`src/rtl/ps2_keymap_decoder.sv`:
```
// -----------------------------------------------------------------------------
// ps2_keymap_decoder
//
// Turns the byte stream of a PS/2 keyboard (set-2 scancodes) into a held-key
// bitmap for a small music keyboard. Make codes press a key, F0-prefixed codes
// release it, and E0-prefixed (extended) codes are swallowed. A prefix that is
// never completed is abandoned after TIMEOUT_CYCLES quiet cycles.
//
// Ports
//   clk            clock, everything changes on its rising edge
//   reset          synchronous active-high reset
//   scancode       received byte, qualified by scancode_valid
//   scancode_valid one-cycle strobe per received byte
//   panic          synchronous all-notes-off
//   keys_held      bit i set while key i is held
//   key_count      number of bits set in keys_held
//   mono_key       one-hot last-pressed held key, zero when nothing is held
//   key_event      one-cycle pulse per accepted press or release
//   event_key      index of the changed key (valid with key_event)
//   event_press    1 = press, 0 = release (valid with key_event)
// -----------------------------------------------------------------------------
module ps2_keymap_decoder #(
   parameter int NUM_KEYS       = 18,
   parameter int TIMEOUT_CYCLES = 50000000
) (
   input  logic                clk,
   input  logic                reset,
   input  logic [7:0]          scancode,
   input  logic                scancode_valid,
   input  logic                panic,
   output logic [NUM_KEYS-1:0] keys_held,
   output logic [4:0]          key_count,
   output logic [NUM_KEYS-1:0] mono_key,
   output logic                key_event,
   output logic [4:0]          event_key,
   output logic                event_press
);

   typedef logic [NUM_KEYS-1:0] kmask_t;
   typedef enum logic [1:0] {ST_IDLE, ST_BRK, ST_EXT, ST_EXT_BRK} state_t;
   typedef struct packed {
      logic       hit;
      logic [4:0] idx;
   } lookup_t;

   localparam logic [7:0]  CODE_BRK = 8'hF0;
   localparam logic [7:0]  CODE_EXT = 8'hE0;
   localparam logic [25:0] TMO_LAST = 26'(TIMEOUT_CYCLES - 1);
   localparam logic [5:0]  NK       = 6'(NUM_KEYS);

   // Scancode to key index; codes beyond the configured key count are unmapped.
   function automatic lookup_t map_code(input logic [7:0] code);
      lookup_t r;
      r.hit = 1'b1;
      r.idx = 5'd0;
      case (code)
         8'h1C: r.idx = 5'd0;
         8'h1D: r.idx = 5'd1;
         8'h1B: r.idx = 5'd2;
         8'h24: r.idx = 5'd3;
         8'h23: r.idx = 5'd4;
         8'h2B: r.idx = 5'd5;
         8'h2C: r.idx = 5'd6;
         8'h34: r.idx = 5'd7;
         8'h35: r.idx = 5'd8;
         8'h33: r.idx = 5'd9;
         8'h3C: r.idx = 5'd10;
         8'h3B: r.idx = 5'd11;
         8'h42: r.idx = 5'd12;
         8'h44: r.idx = 5'd13;
         8'h4B: r.idx = 5'd14;
         8'h4D: r.idx = 5'd15;
         8'h4C: r.idx = 5'd16;
         8'h52: r.idx = 5'd17;
         default: r.hit = 1'b0;
      endcase
      if ({1'b0, r.idx} >= NK) r.hit = 1'b0;
      return r;
   endfunction

   state_t      state_q, state_d;
   logic [25:0] tmo_q, tmo_d;
   kmask_t      keys_q, keys_d;
   logic [4:0]  count_q, count_d;
   kmask_t      mono_q, mono_d;
   logic [4:0]  last_q, last_d;
   logic        event_q, event_d;
   logic [4:0]  event_key_q, event_key_d;
   logic        event_press_q, event_press_d;

   lookup_t     lk;
   kmask_t      key_oh;
   kmask_t      last_oh;
   logic        key_is_held;
   logic        do_press;
   logic        do_release;

   always_comb begin
      // NOTE: every variable gets a default before any branch so no path leaves it unassigned, which would infer a latch.
      lk            = map_code(scancode);
      key_oh        = kmask_t'(1) << lk.idx;
      key_is_held   = |(keys_q & key_oh);
      do_press      = 1'b0;
      do_release    = 1'b0;
      state_d       = state_q;
      tmo_d         = tmo_q;
      keys_d        = keys_q;
      last_d        = last_q;
      event_d       = 1'b0;
      event_key_d   = event_key_q;
      event_press_d = event_press_q;

      // Prefix parser and timeout. The counter only advances while a prefix
      // is pending; any received byte restarts it.
      if (scancode_valid) begin
         tmo_d = '0;
         case (state_q)
            ST_IDLE: begin
               if (scancode == CODE_BRK)      state_d = ST_BRK;
               else if (scancode == CODE_EXT) state_d = ST_EXT;
               else                           do_press = lk.hit;
            end
            ST_BRK: begin
               if (lk.hit) begin
                  do_release = 1'b1;
                  state_d    = ST_IDLE;
               end else if (scancode != CODE_BRK && scancode != CODE_EXT) begin
                  state_d = ST_IDLE;
               end
            end
            ST_EXT:     state_d = (scancode == CODE_BRK) ? ST_EXT_BRK : ST_IDLE;
            ST_EXT_BRK: state_d = ST_IDLE;
            default:    state_d = ST_IDLE;
         endcase
      end else if (state_q != ST_IDLE) begin
         if (tmo_q == TMO_LAST) begin
            state_d = ST_IDLE;
            tmo_d   = '0;
         end else begin
            tmo_d = tmo_q + 26'd1;
         end
      end

      // Typematic repeats and releases of keys not held fall through silently.
      if (do_press && !key_is_held) begin
         keys_d        = keys_q | key_oh;
         last_d        = lk.idx;
         event_d       = 1'b1;
         event_key_d   = lk.idx;
         event_press_d = 1'b1;
      end
      if (do_release && key_is_held) begin
         keys_d        = keys_q & ~key_oh;
         event_d       = 1'b1;
         event_key_d   = lk.idx;
         event_press_d = 1'b0;
         // Releasing the mono note hands it to the lowest held key.
         if (lk.idx == last_q && keys_d != '0) begin
            for (int i = NUM_KEYS - 1; i >= 0; i--) begin
               if (keys_d[i]) last_d = 5'(i);
            end
         end
      end

      last_oh = kmask_t'(1) << last_d;
      mono_d  = (|(keys_d & last_oh)) ? last_oh : '0;

      count_d = '0;
      for (int i = 0; i < NUM_KEYS; i++) begin
         count_d = count_d + 5'(keys_d[i]);
      end
   end

   // NOTE: state registers use non-blocking assignments so every register samples pre-edge values.
   always_ff @(posedge clk) begin
      if (reset) begin
         state_q       <= ST_IDLE;
         tmo_q         <= '0;
         keys_q        <= '0;
         count_q       <= '0;
         mono_q        <= '0;
         last_q        <= '0;
         event_q       <= 1'b0;
         event_key_q   <= '0;
         event_press_q <= 1'b0;
      end else if (panic) begin
         // All-notes-off discards any coincident byte and any pending prefix.
         state_q <= ST_IDLE;
         tmo_q   <= '0;
         keys_q  <= '0;
         count_q <= '0;
         mono_q  <= '0;
         event_q <= 1'b0;
      end else begin
         state_q       <= state_d;
         tmo_q         <= tmo_d;
         keys_q        <= keys_d;
         count_q       <= count_d;
         mono_q        <= mono_d;
         last_q        <= last_d;
         event_q       <= event_d;
         event_key_q   <= event_key_d;
         event_press_q <= event_press_d;
      end
   end

   assign keys_held   = keys_q;
   assign key_count   = count_q;
   assign mono_key    = mono_q;
   assign key_event   = event_q;
   assign event_key   = event_key_q;
   assign event_press = event_press_q;

endmodule

```
`config.mk`:
```
export PLATFORM = sky130hd
export DESIGN_NAME = ps2_keymap_decoder
export DESIGN_NICKNAME = d
export VERILOG_FILES = /design/src/rtl/ps2_keymap_decoder.sv
export SDC_FILE = /design/constraint.sdc
export NUM_CORES = 1
export LEC_CHECK = 0
export CORE_MARGIN = 1
export CORE_UTILIZATION = 30
export CTS_BUF_LIST = sky130_fd_sc_hd__clkbuf_8
export DETAILED_ROUTE_END_ITERATION = 8
export SYNTH_ARGS = -nofsm -noshare
export SYNTH_HDL_FRONTEND = slang
export SYNTH_SLANG_ARGS = --single-unit
```
`constraint.sdc`:
```
create_clock -name clk -period 9.1 [get_ports clk]
set_input_delay 1.82 -clock clk [delete_from_list [all_inputs] [get_ports clk]]
set_output_delay 1.82 -clock clk [all_outputs]
set_load 0.01 [all_outputs]
```
After elaboration in Yosys (flattened, before gate mapping)
Index checks and enable logic that the tools add are counted.
{"block": "word_totals", "output_inout_bits": 48, "inputBits": 12, "regBits": 81, "elab_cells": 134}
{"block": "op_classes", "n_shift": 2, "muxes": 49, "n_eq_ne": 29, "addsub": 18, "n_lt_le_gt_ge": 1, "n_reduce_logical": 19, "bitwise_logic": 7}
{"cell": "$mux 5", "count": 23}
{"cell": "$pmux 5 s17", "count": 1}
{"cell": "$eq 8x6->1 const B", "count": 9}
{"cell": "$add 5x1->5", "count": 13}
{"cell": "$and 18x18->18", "count": 3}
{"cell": "$reduce_or 18->1", "count": 3}
{"cell": "$eq 8x7->1 const B", "count": 6}
{"cell": "$mux 18", "count": 2}
{"cell": "$shl 1x5->18 const A", "count": 2}
{"cell": "$add 26x1->26 const B", "count": 1}
{"cell": "$eq 26x26->1 const B", "count": 1}
{"cell": "$mux 26", "count": 1}
{"cell": "$eq 8x5->1 const B", "count": 3}
{"cell": "$not 18->18", "count": 1}
{"cell": "$or 18x18->18", "count": 1}
{"cell": "$reduce_bool 18->1", "count": 1}
{"cell": "$eq 8x8->1 const B", "count": 2}
{"cell": "$mux 2", "count": 8}
{"cell": "$ne 8x8->1 const B", "count": 2}
{"cell": "$mux 1", "count": 13}
{"cell": "$ne 4x4->1 const B", "count": 2}
{"cell": "$pmux 2 s4", "count": 1}
{"cell": "$reduce_bool 2->1", "count": 4}
{"cell": "$reduce_or 3->1", "count": 2}
{"cell": "15 further kinds", "count": 20}

Depth between registers and ports, before layout
{"block": "logic_depth", "word_depth": 35, "depth_mapped": 26, "mapped_depth_nobuf": 20}

Least setup slack after synthesis
Ideal clock, no wire load.
{"block": "synth_path", "path_kind": "input to register", "from": "input port scancode[2]", "to": "register count_q[4] (netlist: key_count[4])", "path_stages": 24, "slack_ns": 1.261, "arrival_ns": 7.768, "path_buffers": 4, "cell_sequence": "buf_2 -> or4b_1 -> o22ai_1 -> and4b_1 -> clkbuf_1 -> mux2i_1 -> o2111ai_1 -> or2_0 -> clkbuf_1 -> clkbuf_1 -> nor2_1 -> a21oi_1 -> fa_1 -> fa_1 -> inv_1 -> fa_1 -> fa_1 -> fa_1 -> ha_1 -> inv_1 -> fa_1 -> nor2b_1 -> o21ai_0 -> a21oi_1"}
{"block": "synth_via", "elab_chain_cells": 28, "elab_cells_between_ends": 60}
{"element": "from (decl)", "line_no": "28", "text": "input logic [7:0] scancode,"}
{"element": "$eq 8x7->1 (tied with other cells)", "line_no": "56", "text": "case (code)"}
{"element": "$pmux 5 s17 or $reduce_or 18->1 (tied branches)"}
{"element": "$ge 5x5->1 or $mux 1 (tied branches)", "line_no": "77, 56"}
{"element": "$mux 1", "line_no": "77", "text": "if ({1'b0, r.idx} >= NK) r.hit = 1'b0;"}
{"element": "$mux 1", "line_no": "120", "text": "else if (scancode == CODE_EXT) state_d = ST_EXT;"}
{"element": "$mux 1", "line_no": "119", "text": "if (scancode == CODE_BRK) state_d = ST_BRK;"}
{"element": "$mux 1", "line_no": "117", "text": "case (state_q)"}
{"element": "$mux 1", "line_no": "115", "text": "if (scancode_valid) begin"}
{"element": "$logic_and 1x1->1", "line_no": "145", "text": "if (do_press && !key_is_held) begin"}
{"element": "$mux 18", "line_no": "145"}
{"element": "$mux 18 (*)", "line_no": "152", "text": "if (do_release && key_is_held) begin"}
{"element": "$add 1x1->2", "line_no": "170", "text": "count_d = count_d + 5'(keys_d[i]);"}
{"element": "$add 2x1->3", "line_no": "170"}
{"element": "$add 3x1->4", "line_no": "170"}
{"element": "$add 4x1->5", "line_no": "170"}
{"element": "$add 5x1->5 (12 in a row)", "line_no": "170"}
{"element": "$add 5x1->5 (*)", "line_no": "170"}
{"element": "to (signal assigned)", "line_no": "198", "text": "count_q <= count_d;"}
{"element": "to (decl)", "line_no": "84", "text": "logic [4:0] count_q, count_d;"}
Every way passes the cells marked *; elsewhere a longest branch is shown, timed or not.
A chain may end at the register's enable or synchronous reset.

Final worst setup path
{"block": "layout_path", "from": "input port scancode[4]", "to": "register count_q[4] (netlist: key_count[4])"}
Same word-level chain as after synthesis.

==> results.ini <==
[synthesis]
synth-adder-area-share_pct=6.662
yosys_warnings=0
ys_ff_latch=81
synthMuxAreaShare_pct=2.599
synth_xor_xnor_area_share_pct=5.292
syn_area_sq_um=5296
synth_compound_area_share_pct=20.08
synthSimpleGateAreaFrac_pct=30.31
postSynthCellCount=659
synth_ff_type=dfxtp_1
synth_top_family_by_area=simple AND/OR/NAND/NOR gates
syn_nets=692
avgSynthCellArea_sq_um=8.037
ys_async_sr_fraction_pct=0
synthDistinctLibCells=83
synth_edf_count=0
ys_seq_area_share_pct=30.62

[worst_setup_path]
crit_chain=clkdlybuf4s50_1 -> buf_4 -> or4b_1 -> o311ai_1 -> nor2_1 -> or3_1 -> nor2_1 -> nor2_1 -> a311o_1 -> fa_1 -> fa_1 -> inv_1 -> fa_1 -> fa_1 -> fa_1 -> ha_1 -> inv_1 -> fa_1 -> nor2b_1 -> o21ai_0 -> a21oi_1
criticalPathCategory=in2reg
path_buf_inv=4
cpMaxStageDelayCell=clkdlybuf4s50_1
arrival_ns=8.61
cp_top_family=adder cells
end_kind=flop
required_ns=9.40
crit_fanout=12
cp_common_cell=fa_1
critPathMaxStageDelay_ns=0.72
cp-start-kind=input port

[global_route]
met1_usage_pct=23.64
antenna_found_initial=0
grt_pass1_vias=4710
met2_usage_pct=29.98
grt_pass1_wl_mm=25.54
grtUsageMet3_pct=4.129
busiest_layer=met2
track_usage_pct=18.36
grt_overflow_total=0
grt_max_degree=26

[cells_and_area]
layout_common_cells=nor2_1 (101), dfxtp_1 (81), clkdlybuf4s50_1 (59)
layout-drive-gt1-share_pct=8.496
final_common_cell=nor2_1
antenna_cells=0
multi_input_area_sq_um=3440
n_fill_cell=1841
synthToLayoutAreaGrowth_pct=19.82
seqCellArea_sq_um=1622
final_nets=746

[power_and_ir_drop]
p_int_mw=0.4816
power_frac_seq_pct=54.5
ir_worst_vdd_v=0.00005598
switching_share_pct=26.33
p_per_area_nw_per_um2=103.0
combPwrFrac_pct=9.3
share_clk_of_total_power_pct=36.3
switching_power_mw=0.1721
leakage_nw=2.232
fin_total_pwr_mw=0.6537

[timing]
slew_viol_final=0
finalHoldViolCount=0
final.period_utilization_pct=91.39
rsz0062_at_grt=false
fin_setup_tns_ns=0
setup_viol=0
finalCriticalPeriod_ns=8.316
fin_ws_ns=0.7836
fin_skew_ns=0.01098
relSlewSlack_pct=41.38
fmax_mhz=120.2
worstMarginPinSlew_ns=0.8794
hold_slack_ns=0.4791

[detailed_routing]
wl_per_cell_um=17.31
antenna_left=0
drtIter0Drc=438
via_per_inst=5.435
drtPass1Iterations=6
vias=5125
routed_wl_mm=16.32
post-route-drc-count=0

[placement]
dp_slack_ns=0.4067
gp_congestion=0.9233
io_buffers=59
dpl.hpwl_mm=12.45

[run_status]
status=finished clean

[cts]
hold_buffers=0
clock_sinks=81
clkLatencyLatePin_ns=0.37
path_clk_slew_ns=0.08
clk_path_buf_depth=2
cts-root-buf=clkbuf_8
h-tree-depth=3
post_cts_buffers=0
post_cts_resize_count=0
cts_made_buffers=9
cts_tree=done

[floorplan]
core.rowCount=48
dieArea_sq_um=18190
core_sq_um=17300
die_w_um=134.9
io_pins=60
start_util_pct=30.62
die_h_um=134.9

[flow_run]
cap_viol_max_count=0

[worst_hold_path]
hold_path_class=reg2reg

==> stage by stage <==
step	std cells	cell area (sq um)	util, %
after floorplan	659	5296	-
after detailed placement	927	6173	35.69
after CTS	943	6346	36.69
final	943	6346	36.69
after global routing	943	6346	36.69
after global placement	927	6173	35.69
==> synth_stat cells (all sizes together) (4+ instances only) <==
cell type	n	area [sq um]
mux2i	10	100.1
xnor2	9	78.83
o211ai	9	67.56
nor4b	6	58.80
nor2	101	379.1
a21oi	28	147.6
buf	13	70.06
nor4bb	4	40.04
nand2b	7	43.79
nor2b	7	46.30
nand3b	4	30.03
or2	8	50.05
dfxtp	81	1622
o21a	10	76.32
nand3	30	150.1
a22oi	4	30.03
o22ai	5	31.28
nor4	8	50.05
o21ai	25	128.9
and3	8	50.05
o22a	4	35.03
ha	9	112.6
a21o	5	37.54
nand2	53	198.9
nand4	8	50.05
and2	8	50.05
clkbuf	26	97.59
nor3	24	125.1
a31oi	10	62.56
a211oi	12	107.6
fa	12	240.2
or3	7	48.80
or4b	6	67.57
xor2	23	201.4
a21boi	4	30.03
inv	18	67.56
==> worst register-to-register path, delay by kind of cell (launching register included) <==
kind / cells / cell delay (ns)
DFF: 1 / 0.45
buffers and inverters: 3 / 0.32
adders and majority gates: 7 / 3.11
AOI/OAI and AO/OA: 7 / 1.43
and+or+nand+nor: 4 / 0.56
==> metal layers <==
layer	up-vias	wire, um
met2	174	7609
met3	30	970
met1	2428	7318
met5	-	0
met4	0	424
li1	2493	-
==> area by class of cell <==
class	count	area share (%)
Multi-Input combinational cell	521	54.20
Sequential cell	81	25.55
Timing Repair Buffer	82	12.03
Tap cell	225	4.436
Clock buffer	10	2.169
Inverter	18	1.065
Clock inverter	6	0.5521
==> state kept, by name, summed over array words and instances, names as in the netlist <==
register / flops
event_key: 5
event_press: 1
tmo_q: 26
keys_held: 18
last_q: 5
mono_key: 18
key_count: 5
key_event: 1
state_q: 2
==> power groups by stage <==
stage	logic (mW)	clock network (mW)	registers, mW
2_1_floorplan	0.0386	0	0.364
3_3_place_gp	0.0596	0	0.364
3_5_place_dp	0.0595	0	0.364
4_1_cts	0.0597	0.251	0.356
5_1_grt	0.0652	0.263	0.356
6_report	0.0607	0.237	0.356
==> cell families after synthesis <==
family,Yosys count
multiplexers,13
buffers and inverters,57
flip-flops,81
XOR/XNOR,32
AO/OA/AOI/OAI,148
adder cells (fa/ha/maj),21
AND/OR/NAND/NOR,307
==> path summary, 6_finish.rpt <==
path / start / endpoint / slack [ns] / cells after the start
worst min-delay path: event_key[4]$_SDFFE_PP0P_ / event_key[4]$_SDFFE_PP0P_ / 0.48 / 2
worst max-delay path: scancode[4] / key_count[4]$_SDFF_PP0_ / 0.78 / 21
worst max register to register: keys_held[16]$_SDFF_PP0_ / key_count[4]$_SDFF_PP0_ / 3.17 / 21
worst min register to register: event_key[4]$_SDFFE_PP0P_ / event_key[4]$_SDFFE_PP0P_ / 0.48 / 2
Note: power is estimated with default switching activity, not from simulation.
